File: src/rtl/traffic_pkg.sv
// traffic_pkg
// Shared types for the traffic phase controller.
//   phase_t      : phase codes (STOP/HOLD/GO/SLOW). These are the same codes
//                  used by the start_sel input and the phase output.
//   LIGHT_*      : 2-bit per-approach light codes. Code 2'b11 is never driven.
package traffic_pkg;

  typedef enum logic [1:0] {
    PH_STOP = 2'd0,
    PH_HOLD = 2'd1,
    PH_GO   = 2'd2,
    PH_SLOW = 2'd3
  } phase_t;

  localparam logic [1:0] LIGHT_RED    = 2'b00;
  localparam logic [1:0] LIGHT_YELLOW = 2'b01;
  localparam logic [1:0] LIGHT_GREEN  = 2'b10;

endpackage

File: src/rtl/tick_prescaler.sv
// tick_prescaler
// Free-running divider that counts 0..TICK_DIV-1 while enable is high.
// It asserts tick during the cycle in which the count sits at TICK_DIV-1.
// When enable is low the count holds, so a pending tick is not lost.
// Ports:
//   clk    in  : system clock
//   reset  in  : synchronous active-high reset, clears the count
//   enable in  : advance the count this cycle
//   tick   out : one-cycle pulse on the last count of each period
module tick_prescaler #(
  parameter int TICK_DIV = 50_000_000
) (
  input  logic clk,
  input  logic reset,
  input  logic enable,
  output logic tick
);

  localparam int CW = (TICK_DIV > 1) ? $clog2(TICK_DIV) : 1;
  localparam logic [CW-1:0] LAST = CW'(TICK_DIV - 1);

  logic [CW-1:0] count_reg;

  assign tick = enable && (count_reg == LAST);

  always_ff @(posedge clk) begin
    if (reset) begin
      count_reg <= '0;
    end else if (enable) begin
      if (count_reg == LAST) count_reg <= '0;
      else                   count_reg <= count_reg + CW'(1);
    end
  end

endmodule

File: src/rtl/traffic_phase_ctrl.sv
// traffic_phase_ctrl
// Sequences N_DIR approaches through STOP -> GO(0) -> SLOW(0) -> HOLD ->
// GO(1) -> ... The countdown advances once per prescaler tick. Each rising
// edge of pause toggles a freeze. A latched pedestrian request for an approach
// lengthens that approach's next green and lights its walk indication.
// Ports:
//   clk        in  : system clock
//   reset      in  : synchronous active-high reset (samples start_sel)
//   pause      in  : level input; each rising edge toggles paused
//   start_sel  in  : phase entered at reset (phase_t encoding)
//   ped_req    in  : per-approach pedestrian request (pulse or level)
//   light      out : 2 bits per approach, approach d at [2d+1:2d]
//   active_dir out : approach owning the current GO/SLOW phase
//   phase      out : current phase code
//   remaining  out : ticks left in the phase, minus one
//   ped_walk   out : walk indication, high for a whole extended GO
//   paused     out : high while frozen
module traffic_phase_ctrl
  import traffic_pkg::*;
#(
  parameter int N_DIR      = 2,
  parameter int TICK_DIV   = 50_000_000,
  parameter int CNT_W      = 8,
  parameter int STOP_TICKS = 3,
  parameter int GO_TICKS   = 8,
  parameter int SLOW_TICKS = 3,
  parameter int HOLD_TICKS = 2,
  parameter int PED_EXTRA  = 4
) (
  input  logic                       clk,
  input  logic                       reset,
  input  logic                       pause,
  input  logic [1:0]                 start_sel,
  input  logic [N_DIR-1:0]           ped_req,
  output logic [2*N_DIR-1:0]         light,
  output logic [$clog2(N_DIR)-1:0]   active_dir,
  output logic [1:0]                 phase,
  output logic [CNT_W-1:0]           remaining,
  output logic [N_DIR-1:0]           ped_walk,
  output logic                       paused
);

  localparam int DIR_W = $clog2(N_DIR);

  function automatic logic [CNT_W-1:0] phase_load(input phase_t p);
    case (p)
      PH_STOP: phase_load = CNT_W'(STOP_TICKS - 1);
      PH_HOLD: phase_load = CNT_W'(HOLD_TICKS - 1);
      PH_GO:   phase_load = CNT_W'(GO_TICKS - 1);
      default: phase_load = CNT_W'(SLOW_TICKS - 1);
    endcase
  endfunction

  phase_t             phase_reg, phase_next;
  logic [DIR_W-1:0]   dir_reg, dir_next;
  logic [CNT_W-1:0]   rem_reg, rem_next;
  logic [N_DIR-1:0]   walk_reg, walk_next;
  logic [N_DIR-1:0]   latch_reg, latch_next;
  // Requests that arrive while an approach is already green. They must
  // survive the latch clear at that approach's SLOW entry.
  logic [N_DIR-1:0]   late_reg, late_next;
  logic               paused_reg;
  logic               pause_d_reg;

  logic               pause_rise;
  logic               run;
  logic               tick;
  logic               enter_go;
  logic               enter_slow;
  logic [N_DIR-1:0]   req_now;

  assign pause_rise = pause && !pause_d_reg;
  // A rising pause edge freezes this very cycle. This gives pause priority over
  // a coincident final tick, and the prescaler keeps its value.
  assign run        = !paused_reg && !pause_rise;
  assign req_now    = latch_reg | ped_req;

  tick_prescaler #(
    .TICK_DIV (TICK_DIV)
  ) u_prescaler (
    .clk    (clk),
    .reset  (reset),
    .enable (run),
    .tick   (tick)
  );

  always_comb begin
    phase_next = phase_reg;
    dir_next   = dir_reg;
    rem_next   = rem_reg;
    walk_next  = walk_reg;
    enter_go   = 1'b0;
    enter_slow = 1'b0;
    if (tick) begin
      if (rem_reg != '0) begin
        rem_next = rem_reg - CNT_W'(1);
      end else begin
        case (phase_reg)
          PH_STOP: begin
            phase_next = PH_GO;
            dir_next   = '0;
            enter_go   = 1'b1;
          end
          PH_HOLD: begin
            phase_next = PH_GO;
            dir_next   = (dir_reg == DIR_W'(N_DIR - 1)) ? '0 : dir_reg + DIR_W'(1);
            enter_go   = 1'b1;
          end
          PH_GO: begin
            phase_next = PH_SLOW;
            rem_next   = phase_load(PH_SLOW);
            walk_next  = '0;
            enter_slow = 1'b1;
          end
          default: begin
            phase_next = PH_HOLD;
            rem_next   = phase_load(PH_HOLD);
          end
        endcase
      end
    end
    // A request present on the entry cycle itself counts as latched.
    if (enter_go) begin
      walk_next = '0;
      if (req_now[dir_next]) begin
        rem_next            = CNT_W'(GO_TICKS + PED_EXTRA - 1);
        walk_next[dir_next] = 1'b1;
      end else begin
        rem_next = phase_load(PH_GO);
      end
    end
  end

  for (genvar gi = 0; gi < N_DIR; gi++) begin : g_dir
    logic owner;
    assign owner = (dir_reg == DIR_W'(gi));
    // At SLOW entry the serviced request is dropped. Requests seen during the
    // green, or on the entry cycle itself, are kept for the next GO.
    assign latch_next[gi] = (enter_slow && owner) ? (late_reg[gi] | ped_req[gi])
                                                  : (latch_reg[gi] | ped_req[gi]);
    assign late_next[gi]  = (enter_slow && owner) ? 1'b0
                          : (phase_reg == PH_GO && owner) ? (late_reg[gi] | ped_req[gi])
                          : late_reg[gi];
    assign light[2*gi +: 2] = !owner                  ? LIGHT_RED
                            : (phase_reg == PH_GO)    ? LIGHT_GREEN
                            : (phase_reg == PH_SLOW)  ? LIGHT_YELLOW
                            :                           LIGHT_RED;
  end

  always_ff @(posedge clk) begin
    if (reset) begin
      phase_reg   <= phase_t'(start_sel);
      dir_reg     <= '0;
      rem_reg     <= phase_load(phase_t'(start_sel));
      walk_reg    <= '0;
      latch_reg   <= '0;
      late_reg    <= '0;
      paused_reg  <= 1'b0;
      pause_d_reg <= 1'b0;
    end else begin
      phase_reg   <= phase_next;
      dir_reg     <= dir_next;
      rem_reg     <= rem_next;
      walk_reg    <= walk_next;
      latch_reg   <= latch_next;
      late_reg    <= late_next;
      pause_d_reg <= pause;
      if (pause_rise) paused_reg <= !paused_reg;
    end
  end

  assign active_dir = dir_reg;
  assign phase      = phase_reg;
  assign remaining  = rem_reg;
  assign ped_walk   = walk_reg;
  assign paused     = paused_reg;

endmodule

File: config.mk
export PLATFORM = sky130hd
export DESIGN_NAME = traffic_phase_ctrl
export DESIGN_NICKNAME = d
export VERILOG_FILES = /design/src/rtl/traffic_pkg.sv /design/src/rtl/tick_prescaler.sv /design/src/rtl/traffic_phase_ctrl.sv
export SDC_FILE = /design/constraint.sdc
export NUM_CORES = 1
export LEC_CHECK = 0
export ABC_AREA = 1
export BUFFER_PORTS_ARGS = -buffer_cell sky130_fd_sc_hd__buf_2
export CORE_MARGIN = 2
export CORE_UTILIZATION = 54
export DETAILED_ROUTE_END_ITERATION = 7
export GPL_TIMING_DRIVEN = 0
export PLACE_DENSITY = 0.82
export REMOVE_ABC_BUFFERS = 1
export SYNTH_ARGS = -nofsm -noshare
export SYNTH_HDL_FRONTEND = slang
export SYNTH_SLANG_ARGS = --single-unit
File: constraint.sdc
create_clock -name clk -period 2.9 [get_ports clk]
set_input_delay 0.725 -clock clk [delete_from_list [all_inputs] [get_ports clk]]
set_output_delay 0.725 -clock clk [all_outputs]
set_load 0.05 [all_outputs]
== After elaboration in Yosys (flattened, before gate mapping) ==
Index checks and enable logic that the tools add are counted.

* Add/sub/neg operators: 3
* $lt $le $gt $ge: 2
* Equality and inequality tests: 9
* Mux-type cells: 37
* Bitwise logic cells: 6
* Reduce and logical (&&, ||, !) cells: 23

{| class="wikitable"
|+ Operators by type and width
! cell !! count
|-
| 8-bit two-way mux || 4
|-
| 26-bit by 1-bit adder with 26-bit output (second input constant) || 1
|-
| 26-bit == test (second input constant) || 1
|-
| 26-bit two-way mux || 1
|-
| 2-bit two-way mux || 11
|-
| 8-bit case mux with 2 select lines || 1
|-
| 1-bit two-way mux || 15
|-
| 1-bit logical AND || 8
|-
| 8-bit nonzero test || 1
|-
| 8-bit by 1-bit subtractor with 8-bit output (second input constant) || 1
|-
| 2-bit == test (second input constant) || 3
|-
| 3-bit case mux with 2 select lines || 1
|-
| 2-bit nonzero test || 3
|-
| 2-bit OR reduction || 3
|-
| 2-bit by 1-bit == test with 1-bit output (second input constant) || 2
|-
| 4-bit two-way mux || 1
|-
| 2-bit inequality test (second input constant) || 2
|-
| 4-bit by 1-bit inequality test with 1-bit output (second input constant) || 1
|-
| 1-bit bitwise OR || 4
|-
| 2-bit case mux with 2 select lines || 1
|-
| 2-bit AND reduction || 2
|-
| 1-bit logical NOT || 3
|-
| 3-bit AND reduction || 1
|-
| 3-bit nonzero test || 1
|-
| 8 further kinds || 8
|}

* Bits in registers: 45
* Bits of input ports: 7
* Output and inout port bits: 18

== Logic depth before layout (Yosys ltp) ==
* Word-level depth: 12
* Depth in mapped cells: 12
* Depth with buffers taken out: 12

== Hierarchy ==
A second synthesis with hierarchy kept.

* Cells, all modules: 381
* Area total of the unflattened synthesis: 2697.6 µm²

{| class="wikitable"
|+ Modules (own cells, without submodules)
! module !! instances !! cells an instance !! area an instance (µm²) !! seq. area each (µm²)
|-
| tick_prescaler || 1 || 236 || 1545.2 || 520.5
|-
| traffic_phase_ctrl || 1 || 145 || 1152.4 || 480.5
|}

== Worst setup path after synthesis ==
OpenSTA, ideal clock, no wires.

* Kind: register -> output
* Start point: register phase_reg[1], in the netlist phase[1]
* End point: output port light[1]
* Data arrival time: 1660 ps
* Required time: 2175 ps
* Slack: 515 ps
* Stages on the path, launching flop included: 5
* Cells stage by stage: edfxtp_1 > inv_1 > nor2_1 > inv_1 > nor2_1

* Longest elaborated chain between the ends: 3

{| class="wikitable"
|+ RTL lines
! item !! line !! RTL
|-
| from (decl) || traffic_phase_ctrl.sv:54 || <nowiki>phase_t phase_reg, phase_next;</nowiki>
|-
| from (signal assigned) || traffic_phase_ctrl.sv:152 || <nowiki>phase_reg <= phase_t'(start_sel);</nowiki>
|-
| from (signal assigned) || traffic_phase_ctrl.sv:161 || <nowiki>phase_reg <= phase_next;</nowiki>
|-
| 2-bit == test || traffic_phase_ctrl.sv:145 || <nowiki>: (phase_reg == PH_GO) ? LIGHT_GREEN</nowiki>
|-
| 2-bit two-way mux || traffic_phase_ctrl.sv:145 ||
|-
| 2-bit two-way mux || traffic_phase_ctrl.sv:144 || <nowiki>assign light[2*gi +: 2] = !owner ? LIGHT_RED</nowiki>
|-
| to (decl) || traffic_phase_ctrl.sv:35 || <nowiki>output logic [2*N_DIR-1:0] light,</nowiki>
|}

No other way between the ends.

== Worst setup path in the final report ==
* Start point: input port reset
* End point: register phase_reg[1], in the netlist phase[1], enable pin

* Longest elaborated chain between the ends: 2
* Elaborated cells between the ends (all ways): 3

{| class="wikitable"
|+ RTL lines
! item !! line !! RTL
|-
| from (decl) || traffic_phase_ctrl.sv:31 || <nowiki>input logic reset,</nowiki>
|-
| 2-bit inequality test (no line) / 2-bit nonzero test (equally long branches) || n/a ||
|-
| 2-bit AND reduction (no line) * || n/a ||
|}

Every way passes the cells marked *; elsewhere a longest branch is shown, timed or not.
A chain may end at the register's enable or synchronous reset.

==> impl_metrics.toml <==
[floorplan]
die_height_um = 76.4
ios = 25
start_util = 0.557
core.rowCount = 26
die_area_um2 = 5830
core_um2 = 5070
chipWidth_um = 76.4

[critical_path]
crit_fanout = 25
worstSetupPathType = "input port to flip-flop"
required_ps = 2910
worst_r2r_endpoint = "phase[1]"
cp_cell_sequence = "buf_2 -> clkinv_1 -> nand2_2 -> inv_2 -> nor2_1"
slowest_stage = "nand2_2"
reg2reg_from = "u_prescaler.count_reg[0]"
cpPeakStageDelay_ps = 440
r2r.worst_path.cells = 9
critPathCaptureType = "flip-flop"
crit_arrival_ps = 2380
startpoint_type = "input port"
rrSetupSlack_ps = 620

[finish]
area_growth_pct = 10.6
fin_area_um2 = 3130
layout.nets = 474
drive_gt1_frac = 0.114
antennaDiodeCount = 0
fin_util = 0.616
fillers = 490
fin_cells = 533
largest_reg_flops = 26

[synth]
synth_area_um2 = 2830
synthXorXnorAreaFrac = 0.0248
synth_mux_area_frac = 0
yosys.cell_types.count = 35
synthAdderAreaFrac = 0.0221
synth_top_family_by_area = "simple AND/OR/NAND/NOR gates"
ys.flop_type = "dfxtp_1"
synth_edf_count = 10
synth-seq-cells = 45
yosys.area_share.simple = 0.436
yosysWarningCount = 0
syn_avg_cell_area_um2 = 6.49
yosysSeqAreaShare = 0.354
async_flop_share = 0
syn_inst = 436
synth_compound_gate_area_share = 0.0792

[power]
vdd_drop_max_mv = 0.267
powerDensity_nw_per_um2 = 423
leakage_nw = 1.28
p_total_mw = 1.32

[global_route]
track_usage = 0.245
grt_max_degree = 26
grt_pass1_vias = 2689
grt.overflow.total = 0
grt_pass1_wl_mm = 11.8
antenna_found_initial = 0

[timing]
final_max_slew_viol_count = 0
maxSlewHeadroom = 0.596
min_period_ps = 2370
hold_viol = 0
fmax_mhz = 422
worstMarginPinSlew_ps = 604
rsz0062_at_grt = "no"
setup_tns_ps = 0
setup_viol = 0
skew_ps = 10.8
fin_crit_sh = 0.816

[cts]
cts_setup_buffers = 0
clk_pin_slew_ps = 90
clock_sinks = 45
cts_tree = "yes"
htreeDepth = 2
clk_latency_ps = 310
clock-root-buffer = "clkbuf_8"
holdBufCountCts = 0
cts_buffer_depth = 2
cts-buffers-inserted = 5
post_cts_resized = 0

[flow_run]
drv_cap = 0

[route]
wirelength_mm = 6.72
viasPerCell = 5.30
drt-wirelength-per-cell_um = 12.6
dr.pass1.iters = 5
drtIter0Drc = 206
drc = 0
ant_nets = 0
vias = 2825

[placed_design]
port_buffers = 24
dpl.hpwl_mm = 5.11
place_area_um2 = 3020
dp_cells = 525
gp_congestion = 0.915

[outcome]
status = "complete, no violations"

[hold_path]
holdCritStartpoint = "ped_walk[0]"
holdPathStages = 2
min_to = "ped_walk[0]"
hold_class = "flip-flop to flip-flop"
## worst max-delay path by stage
stage | from | endpoint
floorplan | phase[1] | light[1]
CTS | reset | phase[1]
global placement | reset | phase[0]
detailed placement | reset | phase[1]
global route | u_prescaler.count_reg[0] | phase[1]
finish | reset | phase[1]
## power by group
part / leakage (nW) / internal (mW) / switching [mW]
registers: 0.383 / 0.661 / 0.0157
clock network: 0.0554 / 0.259 / 0.225
logic: 0.837 / 0.0413 / 0.122
## per-layer routing
metal	global-route usage	wire [um]
met5	0	0
met4	0.0582	68
met3	0.0391	296
met2	0.428	3210
met1	0.316	3140
## cells in the mapped netlist (all sizes together) (2+ instances only)
library cell  instances  area (um^2)
nand2               122          473
nor2                 83          348
inv                  57          214
dfxtp                35          701
nand3                31          165
a21oi                22          125
nor3                 21          126
o21ai                12         60.1
nand4                11         68.8
edfxtp               10          300
xor2                  6         52.6
clkbuf                5         18.8
ha                    5         62.6
nor4                  4         25.0
nor3b                 2         15.0
or2                   2         12.5
xnor2                 2         17.5
## cells by family (layout without fill, tap and decap cells)
group,count (synthesis),after routing
AO/OA/AOI/OAI,39,39
AND/OR/NAND/NOR,276,276
flip-flops,45,45
buffers and inverters,63,90
adder cells (fa/ha/maj),5,5
XOR/XNOR,8,8
## area by class of cell
cell class / count / area (um^2) / share of cell area
well taps: 70 / 87.6 / 0.0280
clock buffers: 6 / 72.6 / 0.0232
repair buffers: 24 / 120 / 0.0384
inverters: 58 / 218 / 0.0696
multi-input cells: 328 / 1590 / 0.508
flip-flops and latches: 45 / 1000 / 0.320
clock inverters: 2 / 38.8 / 0.0124
## worst max-delay path, delay by kind of cell
kind,cells,cell delay (ps)
buf+inv,3,980
simple gates,2,670
## metrics by stage
step / hold WS [ps] / setup slack (ps)
after detailed placement: 475 / 205
after global placement: 465 / 187
final: 484 / 532
after CTS: 488 / 513
after floorplan: 447 / 515
after global routing: 519 / 376
## placed cells by master (no fill, tap or decap), types with 4 or more instances in the layout
master / count
nand3_1: 29
edfxtp_1: 10
inv_1: 54
clkbuf_8: 5
nor2_1: 78
dfxtp_1: 35
nand2_1: 118
xor2_1: 6
a21oi_1: 20
o21ai_0: 11
nor3_1: 18
nor4_1: 4
nand4_1: 11
buf_2: 24
ha_1: 5
(Power assumes the default switching activity.)
